## src/rtl/axis_window_cropper.sv

```systemverilog
// AXI4-Stream crop stage: forwards only pixels inside a run-time window and
// regenerates tuser/tlast so the cropped frame is self-consistent downstream.
module axis_window_cropper #(
    parameter int C_PIXEL_WIDTH = 8,
    parameter int C_CNT_WIDTH   = 12
) (
    input  logic                     clk,
    input  logic                     reset,
    input  logic [C_CNT_WIDTH-1:0]   win_left,
    input  logic [C_CNT_WIDTH-1:0]   win_top,
    input  logic [C_CNT_WIDTH-1:0]   win_width,
    input  logic [C_CNT_WIDTH-1:0]   win_height,
    input  logic                     s_axis_tvalid,
    input  logic [C_PIXEL_WIDTH-1:0] s_axis_tdata,
    input  logic                     s_axis_tuser,
    input  logic                     s_axis_tlast,
    output logic                     s_axis_tready,
    output logic                     m_axis_tvalid,
    output logic [C_PIXEL_WIDTH-1:0] m_axis_tdata,
    output logic                     m_axis_tuser,
    output logic                     m_axis_tlast,
    input  logic                     m_axis_tready
);

    localparam int CW = C_CNT_WIDTH;

    logic [CW-1:0]            col_q, col_d, row_q, row_d;
    logic [CW-1:0]            left_q, left_d, top_q, top_d;
    logic [CW-1:0]            width_q, width_d, height_q, height_d;
    logic                     sof_pending_q, sof_pending_d;
    logic                     m_valid_q, m_valid_d;
    logic [C_PIXEL_WIDTH-1:0] m_data_q, m_data_d;
    logic                     m_user_q, m_user_d;
    logic                     m_last_q, m_last_d;

    logic                     snext_s;
    logic                     keep_s;
    logic                     last_col_s;
    logic [CW-1:0]            cur_col_s, cur_row_s;
    logic [CW-1:0]            eff_left_s, eff_top_s, eff_width_s, eff_height_s;
    logic [CW:0]              col_off_s, row_off_s;

    function automatic logic [CW-1:0] sat_inc(input logic [CW-1:0] v);
        if (v == {CW{1'b1}}) begin
            sat_inc = v;
        end else begin
            sat_inc = v + {{(CW-1){1'b0}}, 1'b1};
        end
    endfunction

    assign s_axis_tready = ~m_valid_q | m_axis_tready;
    assign snext_s       = s_axis_tvalid & s_axis_tready;
    assign m_axis_tvalid = m_valid_q;
    assign m_axis_tdata  = m_data_q;
    assign m_axis_tuser  = m_user_q;
    assign m_axis_tlast  = m_last_q;

    // Position and window of the beat on the input; a tuser beat restarts at
    // (0,0) and is judged against the live window inputs.
    always_comb begin
        cur_col_s    = col_q;
        cur_row_s    = row_q;
        eff_left_s   = left_q;
        eff_top_s    = top_q;
        eff_width_s  = width_q;
        eff_height_s = height_q;
        if (s_axis_tuser) begin
            cur_col_s    = {CW{1'b0}};
            cur_row_s    = {CW{1'b0}};
            eff_left_s   = win_left;
            eff_top_s    = win_top;
            eff_width_s  = win_width;
            eff_height_s = win_height;
        end else begin
            cur_col_s    = col_q;
            cur_row_s    = row_q;
        end
        // One extra bit: the MSB is the borrow, so col < left shows up as negative.
        col_off_s  = {1'b0, cur_col_s} - {1'b0, eff_left_s};
        row_off_s  = {1'b0, cur_row_s} - {1'b0, eff_top_s};
        keep_s     = ~col_off_s[CW] & (col_off_s < {1'b0, eff_width_s}) &
                     ~row_off_s[CW] & (row_off_s < {1'b0, eff_height_s});
        last_col_s = (col_off_s == ({1'b0, eff_width_s} - {{CW{1'b0}}, 1'b1}));
    end

    // Next state for counters, shadow window, sof tracking and output register.
    always_comb begin
        col_d         = col_q;
        row_d         = row_q;
        left_d        = left_q;
        top_d         = top_q;
        width_d       = width_q;
        height_d      = height_q;
        sof_pending_d = sof_pending_q;
        m_valid_d     = m_valid_q;
        m_data_d      = m_data_q;
        m_user_d      = m_user_q;
        m_last_d      = m_last_q;

        if (snext_s) begin
            if (s_axis_tlast) begin
                col_d = {CW{1'b0}};
                row_d = sat_inc(cur_row_s);
            end else begin
                col_d = sat_inc(cur_col_s);
                row_d = cur_row_s;
            end

            if (s_axis_tuser) begin
                left_d   = win_left;
                top_d    = win_top;
                width_d  = win_width;
                height_d = win_height;
            end else begin
                left_d   = left_q;
                top_d    = top_q;
                width_d  = width_q;
                height_d = height_q;
            end

            if (keep_s) begin
                m_valid_d     = 1'b1;
                m_data_d      = s_axis_tdata;
                m_last_d      = last_col_s | s_axis_tlast;
                m_user_d      = sof_pending_q | s_axis_tuser;
                sof_pending_d = 1'b0;
            end else begin
                // A dropped beat still frees the output register if it drained.
                if (m_axis_tready) begin
                    m_valid_d = 1'b0;
                end else begin
                    m_valid_d = m_valid_q;
                end
                if (s_axis_tuser) begin
                    sof_pending_d = 1'b1;
                end else begin
                    sof_pending_d = sof_pending_q;
                end
            end
        end else begin
            if (m_axis_tready) begin
                m_valid_d = 1'b0;
            end else begin
                m_valid_d = m_valid_q;
            end
        end
    end

    // State register with synchronous reset.
    always_ff @(posedge clk) begin
        if (reset) begin
            col_q         <= {CW{1'b0}};
            row_q         <= {CW{1'b0}};
            left_q        <= {CW{1'b0}};
            top_q         <= {CW{1'b0}};
            width_q       <= {CW{1'b0}};
            height_q      <= {CW{1'b0}};
            sof_pending_q <= 1'b0;
            m_valid_q     <= 1'b0;
            m_data_q      <= {C_PIXEL_WIDTH{1'b0}};
            m_user_q      <= 1'b0;
            m_last_q      <= 1'b0;
        end else begin
            col_q         <= col_d;
            row_q         <= row_d;
            left_q        <= left_d;
            top_q         <= top_d;
            width_q       <= width_d;
            height_q      <= height_d;
            sof_pending_q <= sof_pending_d;
            m_valid_q     <= m_valid_d;
            m_data_q      <= m_data_d;
            m_user_q      <= m_user_d;
            m_last_q      <= m_last_d;
        end
    end

endmodule
```

## config.mk

```make
export PLATFORM = sky130hd
export DESIGN_NAME = axis_window_cropper
export DESIGN_NICKNAME = d
export VERILOG_FILES = /design/src/rtl/axis_window_cropper.sv
export SDC_FILE = /design/constraint.sdc
export NUM_CORES = 1
export LEC_CHECK = 0
export CORE_UTILIZATION = 57
export CTS_CLUSTER_SIZE = 8
export DETAILED_ROUTE_END_ITERATION = 6
export GPL_ROUTABILITY_DRIVEN = 0
export HOLD_SLACK_MARGIN = 0.1
export PLACE_DENSITY_LB_ADDON = 0.12
export SETUP_SLACK_MARGIN = 0.15
export SLEW_MARGIN = 30
export SYNTH_ARGS = -nofsm -noshare
export SYNTH_HDL_FRONTEND = slang
export SYNTH_SLANG_ARGS = --single-unit
```

## constraint.sdc

```tcl
create_clock -name clk -period 6.4 [get_ports clk]
set_input_delay 1.28 -clock clk [delete_from_list [all_inputs] [get_ports clk]]
set_output_delay 1.28 -clock clk [all_outputs]
set_load 0.005 [all_outputs]
```

==> reports/results.txt, run 1 <==
The min-delay analysis places its worst path in the category register to register. In this run the deepest clock path goes through 2 buffers. The logs give 0 for the diode insertion count for antenna repair and 2.822 nW for the cell leakage power. After detailed placement, the total cell area comes to 6701 um^2. The final HPWL from detailed placement is 10460 um, and the initial core utilization is 0.5989. Traced cell by cell, the critical path runs through buf_4, buf_4, mux2i_1, ha_1, nor2b_1, o31ai_1, a21oi_1, a21o_2, a21o_1, a21oi_1, xnor2_1, ha_1, nand3_1, nand2b_1, a211o_2, o2111ai_1, nor3b_4, buf_4, mux2i_1, o22ai_2.

Dividing the detail-routed wire length by the instance count gives 16.03 um. The synthesized netlist contains 65 unique library cells. The tools report the number of global-route vias before repair as 5138. The flip-flop and latch count after synthesis came out at 84.

Overall die area: 10820 um^2. Once layout is complete, the cells apart from fillers number 892. The maximum operating frequency was 179.3 MHz.

The number of max-slew violations in the final report was 0. TritonCTS built the clock tree. The clock transition at the register clock pins on the worst setup and hold paths after CTS came out at 0.09 ns. The floorplan step defined a core boundary enclosing 9910 um^2. Dominant register cell in the synthesized netlist: sky130_fd_sc_hd__dfxtp_1.

The logs give 0.9691 mW for the design internal power and 804 for the count of fill cells added during filler insertion. In the final design database the tool counted 869 nets. The flop-to-flop setup slack is 1.98 ns, and the total placed cells including tap cells is 877. The design area is 6940 um^2, and the arrival time of data at the critical path endpoint is 5.80 ns. The worst-case headroom to the max-slew limit is 0.3651, and the total number of yosys warnings is 0. In this design, the critical path's most frequently occurring cell is sky130_fd_sc_hd__buf_4. In the routed layout, each cell is associated on average with a via count of 5.918.

For the number of top-level pins, the log shows 74. Biggest area consumer among synthesized cells: sky130_fd_sc_hd__dfxtp_1. Dividing total power by cell area gives a power density of 195.9 nW/um^2. The run finished with clean final reports.

The share of the cycle needed by the critical path after routing was 0.8716. Horizontal die dimension: 104.0 um. Family with the most delay on the worst path: compound AO/OA/AOI/OAI gates. In this run the post-CTS setup repair buffer count came out at 0. The clock latency reported for the late side of the worst-skew pair is 0.38 ns, and the maximum single-stage delay on the critical path is 0.42 ns. The run gives 0.01310 ns as the final setup skew. The count of endpoints failing setup in the final report is 0, and the buffering stage count on the worst path with inverters included is 3. The logs give 0 for the number of resized instances in the post-cts repair step and 5279 for the via count.

The type of the setup path with the least slack was primary input to register. The number of nets handed over by synthesis was 815. The share of synthesized area occupied by flip-flops and latches was 0.2834; the global-route total usage across every layer was 0.2698. Cell with the largest stage delay on the worst path: sky130_fd_sc_hd__buf_4. The mapped netlist covers 5934 um^2. STA classifies the critical path startpoint as a primary input. Switching share of power: 0.2871. The count of input and output buffers is 73, and the shortest clock period the worst path allows after layout is 5.578 ns.

The wire length after detailed routing was 14300 um; the net switching component of the power was 0.3902 mW. The CTS H-tree depth came out at 3. The tools report the number of violations reported at the end of detailed-routing iteration 0 as 216. The floorplan step set the die height to 104.0 um.

The detail route stage leaves a number of antenna-violating nets equal to 0. The pin count of the biggest net entering global routing came out at 86. The synthesis-to-finish area growth is 16.95%, and the number of detailed-routing iterations run before antenna repair is 7.

Setup repair after global routing left no endpoint under its margin. In the post-synthesis netlist, the cell with the most instances is sky130_fd_sc_hd__nor2_1. Clock tree synthesis found a total of 84 sinks. Number of synthesized flops with an enable pin: 0.

The mean post-synth cell area is 8.466 um^2. At the pin with the least slew margin, the transition time is 0.9524 ns. The initial antenna violation count was 0. The max-capacitance violation count was 0; the global route total overflow was 0. The run gives 9 as the total clock buffers created by CTS.

For the proportion of power drawn by the clock network, the log shows 0.346. The clock tree root driver cell was sky130_fd_sc_hd__clkbuf_8. For this run, design rule violations remaining after detail routing come to 0.

The run gives 701 as the instance count of the mapped netlist. The floorplan has 36 rows. In the final layout, flip-flops and latches occupy 1682 um^2. Final worst hold slack: 0.4604 ns.

Sorting the synthesized cells by area gives the leading types as sky130_fd_sc_hd__dfxtp_1 (28%), sky130_fd_sc_hd__ha_1 (11%), sky130_fd_sc_hd__mux2i_1 (9.4%). For the worst setup path, the data required time is 6.62 ns. The combinational group share of total power was 0.243.

The number of hold buffers added after CTS was 0. STA classifies the critical path endpoint as a register. Along the worst path, the maximum fanout reaches 33. The first-pass GRT wire length is 23870 um, and the maximum ir drop on the vdd rail is 0.0001252 V. The area share of the largest cell type after synthesis works out to 0.2834. The final number of hold-violating endpoints came out at 0. Adding up every negative setup slack in the final design gives 0 ns. The async set or reset register ratio after synthesis was 0.

Counting instances in the post-synthesis netlist gives the leading cell types as sky130_fd_sc_hd__nor2_1 (101), sky130_fd_sc_hd__dfxtp_1 (84), sky130_fd_sc_hd__mux2i_1 (56). The tools report the sequential share of power as 0.411. The footprint of the multi-input gates was 4018 um^2; the share of final-layout standard cells stronger than drive strength 1 was 0.05797.
worst register-to-register path: stages (launching register included):
cell,delay (ns)
sky130_fd_sc_hd__dfxtp_1,0.33
sky130_fd_sc_hd__nor2b_1,0.34
sky130_fd_sc_hd__ha_1,0.30
sky130_fd_sc_hd__nor2b_1,0.12
sky130_fd_sc_hd__o21ai_0,0.23
sky130_fd_sc_hd__a21boi_0,0.15
sky130_fd_sc_hd__o21ai_0,0.20
sky130_fd_sc_hd__a21boi_0,0.14
sky130_fd_sc_hd__a41o_1,0.27
sky130_fd_sc_hd__o41a_1,0.33
sky130_fd_sc_hd__xor2_1,0.15
sky130_fd_sc_hd__ha_1,0.29
sky130_fd_sc_hd__nand3_1,0.13
sky130_fd_sc_hd__nand2b_1,0.14
sky130_fd_sc_hd__a211o_2,0.11
sky130_fd_sc_hd__o2111ai_1,0.18
sky130_fd_sc_hd__nor3b_4,0.20
sky130_fd_sc_hd__buf_4,0.28
sky130_fd_sc_hd__mux2i_1,0.25
sky130_fd_sc_hd__o22ai_2,0.10
power by group through the flow:
stage	registers (mW)	clock network (mW)	logic [mW]
global placement	0.569	0	0.313
global route	0.561	0.501	0.368
detailed placement	0.570	0	0.326
floorplan	0.567	0	0.234
finish	0.558	0.471	0.330
CTS	0.558	0.476	0.330
logic make-up after synthesis:
| logic type | share of synthesized area |
|---|---|
| AND/OR/NAND/NOR | 0.2001 |
| AO/OA/AOI/OAI | 0.1830 |
| flip-flops | 0.2834 |
| multiplexers | 0.1020 |
| buffers and inverters | 0.04006 |
| adder cells (fa/ha/maj) | 0.1122 |
| XOR/XNOR | 0.07927 |
per-layer routing:
layer  GRT usage  share of wire  vias to the layer above
met4      0.1031          0.026                        0
met2      0.4690           0.50                      115
met3     0.05639          0.044                       30
met5           0              0                        -
li1            -              -                     2629
met1      0.3253           0.43                     2505
sequential cells by signal (all words and copies together) (netlist names):
name           count
height_q          12
top_q             12
width_q           12
m_axis_tdata       8
m_axis_tvalid      1
row_q             12
sof_pending_q      1
m_axis_tlast       1
m_axis_tuser       1
left_q            12
col_q             12
layout make-up:
type | instances | share of cell area
Clock buffer | 11 | 0.02037
Clock inverter | 4 | 0.01406
Inverter | 20 | 0.01082
Multi-Input combinational cell | 562 | 0.5789
Sequential cell | 84 | 0.2423
Tap cell | 133 | 0.02398
Timing Repair Buffer | 78 | 0.1096
metrics by stage:
step / util / setup slack (ns) / power, mW
detailed placement: 0.6763 / 0.5427 / 0.8969
global placement: 0.6763 / 0.7644 / 0.8819
global route: 0.7004 / 0.5276 / 1.430
finish: 0.7004 / 0.8218 / 1.359
CTS: 0.7004 / 0.8718 / 1.365
floorplan: - / 0.9200 / 0.8012
path summary, 6_finish.rpt:
path / from / endpoint / cells after the start
worst min-delay path: left_q[0] / left_q[0] / 2
worst min register to register: left_q[0] / left_q[0] / 2
worst max-delay path: s_axis_tuser / m_axis_tlast / 20
worst max register to register: row_q[1] / m_axis_tlast / 19
placed cells by master, fill, tap and decap left out, types with 4 or more instances in the layout:
cell	Yosys	final
sky130_fd_sc_hd__a211oi_1	48	48
sky130_fd_sc_hd__a21boi_0	4	4
sky130_fd_sc_hd__a21o_1	6	6
sky130_fd_sc_hd__a21oi_1	36	36
sky130_fd_sc_hd__a22oi_1	4	4
sky130_fd_sc_hd__a31oi_1	4	4
sky130_fd_sc_hd__buf_4	1	6
sky130_fd_sc_hd__clkbuf_8	0	10
sky130_fd_sc_hd__clkdlybuf4s50_1	0	71
sky130_fd_sc_hd__dfxtp_1	84	84
sky130_fd_sc_hd__ha_1	50	50
sky130_fd_sc_hd__inv_1	20	20
sky130_fd_sc_hd__mux2_2	4	4
sky130_fd_sc_hd__mux2i_1	56	56
sky130_fd_sc_hd__nand2_1	39	39
sky130_fd_sc_hd__nand2b_1	8	8
sky130_fd_sc_hd__nand3_1	13	13
sky130_fd_sc_hd__nand4_1	8	8
sky130_fd_sc_hd__nor2_1	101	101
sky130_fd_sc_hd__nor2b_1	25	25
sky130_fd_sc_hd__nor3_1	23	23
sky130_fd_sc_hd__nor3b_1	4	4
sky130_fd_sc_hd__nor4_1	5	5
sky130_fd_sc_hd__o2111ai_1	4	4
sky130_fd_sc_hd__o21ai_0	19	19
sky130_fd_sc_hd__o31ai_1	4	4
sky130_fd_sc_hd__xnor2_1	25	25
sky130_fd_sc_hd__xor2_1	18	18
No activity file was read; power rests on OpenSTA's default activity.
==> inputs of run 2 (changes only) <==
- CORE_UTILIZATION: 57 -> 55
==> run 2 against run 1 <==
  * Count of clock-buffer cells in the layout is 2 lower
  * Sequential share of layout area increased by 0.092 points
  * Cell area is 0.38% lower
  * Critical path depth decreased by 2
  * Non-clock buffer count stayed put
  * Critical endpoint unchanged
  * Die area increased by 3.6%
  * Critical path type unchanged
  * Hold slack lost 0.0039 ns
  * Total power is 4.4% lower
==> reports/results.txt, run 2 (synthesis results as in run 1) <==
The clock transition at the register clock pins on the worst setup and hold paths after CTS works out to 0.09 ns (about the same). The number of detailed-routing iterations run before antenna repair came out at 5 (-2). For the final total power, the log shows 1.300 mW (-4.4%). The run gives 880 (+0.34%) as the total placed cells including tap cells. The number of top-level pins was 74 (unchanged); the area of the core was 10370 um^2 (+4.6%). The library cells used most frequently in the layout, excluding fill and tap cells, are sky130_fd_sc_hd__nor2_1 (101), sky130_fd_sc_hd__dfxtp_1 (84), sky130_fd_sc_hd__clkdlybuf4s50_1 (71), sky130_fd_sc_hd__mux2i_1 (56), sky130_fd_sc_hd__ha_1 (50). For the total clock sinks, the log shows 84 (unchanged). The via count is 5270 (-0.17%), and the vertical die dimension is 105.9 um (+1.8%). Global route total overflow: 0 (unchanged).

met2 is the most crowded layer. The tools report the overall die area as 11210 um^2 (+3.6%). The logs give 4981 (-3.1%) for the number of global-route vias before repair and 0 (unchanged) for the initial antenna violation count. The logs give 0 (unchanged) for the number of routed nets with antenna violations and 184.7 MHz (+3.0%) for the maximum operating frequency.

For the number of resized instances in the post-cts repair step, the log shows 0 (unchanged). The diode insertion count for antenna repair is 0 (unchanged). For the worst path required time, the log shows 6.63 ns (about the same). The logs give 0.4533 (-0.01573) for the met2 routing resource usage after global routing and 10440 um (-0.26%) for the final HPWL from detailed placement. Setup repair after global routing left no endpoint under its margin. For the final number of hold-violating endpoints, the log shows 0 (unchanged). The standard-cell row count was 37 (+2.8%). The share of the cycle needed by the critical path after routing is 0.8459 (-0.02567). STA classifies the critical path endpoint as a register. The logs give 0 (unchanged) for the total DRC errors in the routed layout and 0.6365 ns (+0.09385 ns) for the worst slack at placement.

The power density over cell area was 188.0 nW/um^2 (-4.0%); the share of final-layout standard cells stronger than drive strength 1 was 0.06053 (+0.002555). The count of endpoints failing setup in the final report is 0 (unchanged), and the cell leakage power is 2.810 nW (-0.45%). The tools report the startpoint type of the worst setup path as a primary input.

The routed wirelength normalized by instance count was 15.87 um (-0.99%). The number of post-CTS setup repair buffers is 0 (unchanged). The initial core utilization was 0.5723 (-0.02659); the met1 usage in global routing was 0.3274 (+0.002161). The horizontal die dimension is 105.9 um (+1.8%). The run finished with clean final reports. The run gives 86 (unchanged) as the pin count of the biggest net entering global routing. The slew at the pin closest to its max-slew limit is 0.9514 ns (-0.0009645 ns).

The run gives 0 ns (unchanged) as the final sum of negative setup slack. The worst min-delay path class was register to register. The shortest clock period the worst path allows after layout was 5.414 ns (-0.1643 ns); the buffer depth of the longest clock path was 2 (unchanged). The logs give 216 (unchanged) for the number of violations reported at the end of detailed-routing iteration 0 and 896 (+0.45%) for the non-filler instance count after layout. Maximum ir drop on the vdd rail: 0.0001225 V (-2.2%). The arrival time of data at the critical path endpoint is 5.64 ns (-0.16 ns), and the post-route worst setup slack is 0.9861 ns (+0.1643 ns). The tools report the CTS H-tree depth as 3 (unchanged). The maximum fanout along the worst path is 47 (+42%), and the post-layout net count is 869 (unchanged). The tools report the final setup skew as 0.01220 ns (-0.0008979 ns). The clock latency reported for the late side of the worst-skew pair was 0.37 ns (about the same); the final worst hold slack was 0.4566 ns (-0.003853 ns). The global-route met3 utilization is 0.03030 (-0.02609). The type of the setup path with the least slack was primary input to register. Leaving out fill and tap cells, the most frequent cell in the layout is sky130_fd_sc_hd__nor2_1. The wire length after detailed routing is 14220 um (-0.55%). The worst-case headroom to the max-slew limit was 0.3657 (+0.0006430); the global-route total usage across every layer was 0.2615 (-0.008315).

Compared with the post-synthesis result, the final layout area differs by 16.51%. Clock tree synthesis selected as its root buffer the cell sky130_fd_sc_hd__clkbuf_8. The first-pass GRT wire length was 23520 um (-1.5%); the via count normalized by instance count was 5.882 (-0.62%).

TritonCTS built the clock tree. The total clock buffers created by CTS was 9 (unchanged); the number of max-slew violations in the final report was 0 (unchanged). The max-capacitance violation count came out at 0 (unchanged). The run gives 0 (unchanged) as the number of hold-repair buffers added at the cts stage. The count of input and output buffers works out to 73 (unchanged).
[run 2: cell types whose count changed in the layout (fill, tap and decap cells not counted), sizes merged]
| cell | previous run | this run |
|---|---|---|
| clkinv | 0 | 3 |
| clkbuf | 11 | 9 |
| inv | 20 | 22 |
| bufinv | 3 | 1 |
[run 2: critical path, stage by stage]
cell and delay [ns]:
sky130_fd_sc_hd__buf_4 0.46, sky130_fd_sc_hd__mux2i_1 0.43, sky130_fd_sc_hd__ha_1 0.29, sky130_fd_sc_hd__nor2b_1 0.15
sky130_fd_sc_hd__o2111ai_1 0.24, sky130_fd_sc_hd__a31oi_1 0.19, sky130_fd_sc_hd__a21o_1 0.22, sky130_fd_sc_hd__a21oi_1 0.31
sky130_fd_sc_hd__xnor2_1 0.16, sky130_fd_sc_hd__ha_1 0.26, sky130_fd_sc_hd__a211oi_1 0.19, sky130_fd_sc_hd__o21ai_0 0.14
sky130_fd_sc_hd__o2111ai_1 0.24, sky130_fd_sc_hd__o2111ai_1 0.20, sky130_fd_sc_hd__nor3b_4 0.20, sky130_fd_sc_hd__buf_4 0.28
sky130_fd_sc_hd__mux2i_1 0.25, sky130_fd_sc_hd__o22ai_2 0.09
[run 2: layout make-up]
type | count | area [um^2]
clock buffer | 9 | 123.9
clock inverter | 7 | 85.08
fill | 900 | 3456
inverter | 20 | 75.07
multi-input combinational | 562 | 4018
sequential | 84 | 1682
tap | 136 | 170.2
timing repair buffer | 78 | 760.7
[run 2: metrics by stage]
step	utilization	area, um^2
2_1_floorplan	-	5934
5_1_grt	0.6667	6914
6_report	0.6667	6914
3_3_place_gp	0.6466	6705
4_1_cts	0.6667	6914
3_5_place_dp	0.6466	6705
[run 2: final timing paths]
path,start,to,slack (ns),depth (start not counted)
setup / recovery,s_axis_tuser,m_axis_tlast,0.99,18
hold / removal,left_q[0],left_q[0],0.46,2
setup reg to reg,col_q[3],m_axis_tlast,2.11,17
hold reg to reg,left_q[0],left_q[0],0.46,2
[run 2: per-layer routing]
layer,wire [um],part of all wire
met1,6328,0.44
met2,7115,0.50
met3,446,0.031
met4,331,0.023
met5,0,0
[run 2: report_power, final]
group | internal (mW) | switching, mW | total (mW)
sequential | 0.546 | 0.0131 | 0.559
clock | 0.187 | 0.224 | 0.410
combinational | 0.156 | 0.175 | 0.331
==> inputs of run 3 (changes only) <==
- clock period: 6.4 -> 5.2 ns (I/O delays scaled with it)
==> run 3 against run 2 <==
  * Non-clock buffer count increased by 13
  * Utilization increased by 1.5 points
  * Die area unchanged
  * Register-to-register slack got worse by 1.0 ns
  * Via count decreased by 1.2%
  * Critical path depth increased by 2
  * Combinational power increased by 25%
  * Critical path type unchanged
  * Largest cell class unchanged
  * Largest power group unchanged
==> reports/results.txt, run 3 (synthesis results as in run 1) <==
Count of input and output buffers: 73 (unchanged). The design internal power is 1.104 mW (+24%), and the global route total overflow is 0 (unchanged). The tools report the max-capacitance violation count as 0 (unchanged). Maximum ir drop on the vdd rail: 0.0001281 V (+4.6%).

The tools report the global-route total usage across every layer as 0.2553 (-0.006207). The tools report the standard-cell row count as 37 (unchanged). The via count is 5207 (-1.2%), and the cell leakage power is 2.882 nW (+2.6%). The maximum operating frequency is 211.7 MHz. The final sum of negative setup slack was 0 ns (unchanged); the worst-case headroom to the max-slew limit was 0.3861 (+0.02035). Total clock sinks: 84 (unchanged).

Traced cell by cell, the critical path runs through clkdlybuf4s50_1, mux2i_2, ha_1, nor2b_1, o21ai_1, a21boi_0, o21ai_1, a21boi_1, a41o_1, o41a_1, xor2_1, ha_1, nand3_1, nand2b_1, a211o_2, o2111ai_2, nor3b_4, buf_12, mux2i_1, nor2_1. Final HPWL from detailed placement: 10560 um (+1.2%). The run gives 0.37 ns (about the same) as the clock latency reported for the late side of the worst-skew pair.

Number of violations reported at the end of detailed-routing iteration 0: 209 (-3.2%). The number of global-route vias before repair came out at 4916 (-1.3%). The maximum fanout along the worst path is 12 (-74%). Setup repair after global routing left no endpoint under its margin. Grouping stages by cell kind, the critical path spends the most delay in compound AO/OA/AOI/OAI gates. The proportion of power drawn by the clock network is 0.304 (-0.012). Power density over cell area: 223.7 nW/um^2 (+19%). The number of max-slew violations in the final report is 0 (unchanged).

Cell with the largest stage delay on the worst path: sky130_fd_sc_hd__clkdlybuf4s50_1. Leading cell type in the layout, fill and taps excluded: sky130_fd_sc_hd__nor2_1. For the count of endpoints failing setup in the final report, the log shows 0 (unchanged). The vertical die dimension came out at 105.9 um (unchanged).

For the number of routed nets with antenna violations, the log shows 0 (unchanged). The overall die area was 11210 um^2 (unchanged); the flop-to-flop setup slack was 1.11 ns (-1.00 ns). For the combinational group share of total power, the log shows 0.261 (+0.006). TritonCTS built the clock tree. The final setup skew is 0.01304 ns (+0.0008413 ns). The via count normalized by instance count came out at 5.728 (-2.6%). The setup path with the least slack is of type primary input to register. The first-pass GRT wire length is 22870 um (-2.8%).

The share of final-layout standard cells stronger than drive strength 1 came out at 0.08538 (+0.02486). The number of detailed-routing iterations run before antenna repair came out at 6 (+1). For the pin count of the biggest net entering global routing, the log shows 86 (unchanged). The post-route worst setup slack is 0.4758 ns (-0.5103 ns), and the arrival time of data at the critical path endpoint is 4.96 ns (-0.68 ns). The area of the core was 10370 um^2 (unchanged). The worst slack at placement was -0.03216 ns (-0.6687 ns). The slew at the pin closest to its max-slew limit works out to 0.9209 ns (-0.03052 ns). The horizontal die dimension was 105.9 um (unchanged). Initial core utilization: 0.5723 (unchanged). The worst path required time is 5.43 ns (-1.20 ns). Buffer depth of the longest clock path: 2 (unchanged). The number of top-level pins was 74 (unchanged).

The path class of the tightest hold or removal check is register to register. The run finished with clean final reports. The wire length after detailed routing is 14080 um (-0.99%), and the post-layout net count is 882 (+1.5%). The maximum single-stage delay on the critical path was 0.41 ns (-0.05 ns). The tree is rooted in a sky130_fd_sc_hd__clkbuf_8. The total clock buffers created by CTS was 9 (unchanged).

The share of the cycle needed by the critical path after routing was 0.9085; the total DRC errors in the routed layout was 0 (unchanged). The run gives 0 (unchanged) as the initial antenna violation count. The run gives 0.435 (+0.005) as the sequential share of power.

The run gives 0 (unchanged) as the diode insertion count for antenna repair. The synthesis-to-finish area growth works out to 19.08%. The run gives 0 (unchanged) as the final number of hold-violating endpoints.

The switching share of power is 0.3015 (-0.01539). The library cells used most frequently in the layout, excluding fill and tap cells, are sky130_fd_sc_hd__nor2_1 (101), sky130_fd_sc_hd__dfxtp_1 (84), sky130_fd_sc_hd__clkdlybuf4s50_1 (71), sky130_fd_sc_hd__mux2i_1 (53), sky130_fd_sc_hd__ha_1 (50). Clock transition at the register clock pins on the worst setup and hold paths after CTS: 0.09 ns (about the same).

The buffering stage count on the worst path with inverters included is 2 (unchanged), and the routed wirelength normalized by instance count is 15.49 um (-2.4%). STA classifies the critical path startpoint as a primary input. Net switching component of the power: 0.4767 mW (+16%). The endpoint class of the critical path is a register. The routed design could run at a clock period as short as 4.724 ns. The CTS H-tree depth is 3 (unchanged).
## run 3: repair_timing
action	4_1_cts	5_1_grt
setup buffers	0	0
hold endpoints to repair	0	0
hold buffers	0	0
resized for setup	0	5
setup endpoints to repair	0	8
## run 3: worst min-delay path, cell delays in order (launching register included)
cell	delay [ns]
sky130_fd_sc_hd__dfxtp_1	0.32
sky130_fd_sc_hd__nand2_1	0.05
sky130_fd_sc_hd__a21oi_1	0.06
## run 3: final cells by class
| cell class | instances | area (um^2) |
|---|---|---|
| clock buffers | 10 | 137.6 |
| clock inverters | 6 | 61.31 |
| fillers | 871 | 3303 |
| inverters | 20 | 75.07 |
| multi-input cells | 562 | 4054 |
| flip-flops and latches | 84 | 1682 |
| well taps | 136 | 170.2 |
| repair buffers | 91 | 887.1 |
## run 3: worst paths after layout
path / depth (start not counted) / to / from
setup / recovery: 20 / m_axis_tdata[0] / win_top[1]
hold / removal: 2 / row_q[1] / row_q[1]
setup reg to reg: 17 / m_axis_tdata[0] / col_q[4]
hold reg to reg: 2 / row_q[1] / row_q[1]
## run 3: per-stage QoR
stage	total power, mW	hold slack (ns)	cells	area, um^2	util
after CTS	1.592	0.4645	909	7049	0.6798
after floorplan	0.9901	0.4318	701	5972	-
after detailed placement	1.110	0.4525	893	6850	0.6606
final	1.581	0.4693	909	7067	0.6815
after global routing	1.669	0.4898	909	7067	0.6815
after global placement	1.095	0.4405	893	6850	0.6606
## run 3: power by group through the flow
| stage | sequential, mW | combinational, mW | clock (mW) |
|---|---|---|---|
| after detailed placement | 0.702 | 0.408 | 0 |
| after floorplan | 0.698 | 0.292 | 0 |
| after global placement | 0.701 | 0.395 | 0 |
| final | 0.688 | 0.413 | 0.480 |
| after global routing | 0.691 | 0.458 | 0.519 |
| after CTS | 0.687 | 0.412 | 0.493 |
## run 3: routing by layer
| layer | up-vias | global-route usage | share of wire |
|---|---|---|---|
| li1 | 2654 | - | - |
| met1 | 2422 | 0.3000 | 0.43 |
| met2 | 112 | 0.4636 | 0.51 |
| met3 | 19 | 0.03463 | 0.034 |
| met4 | 0 | 0.1042 | 0.019 |
| met5 | - | 0 | 0 |
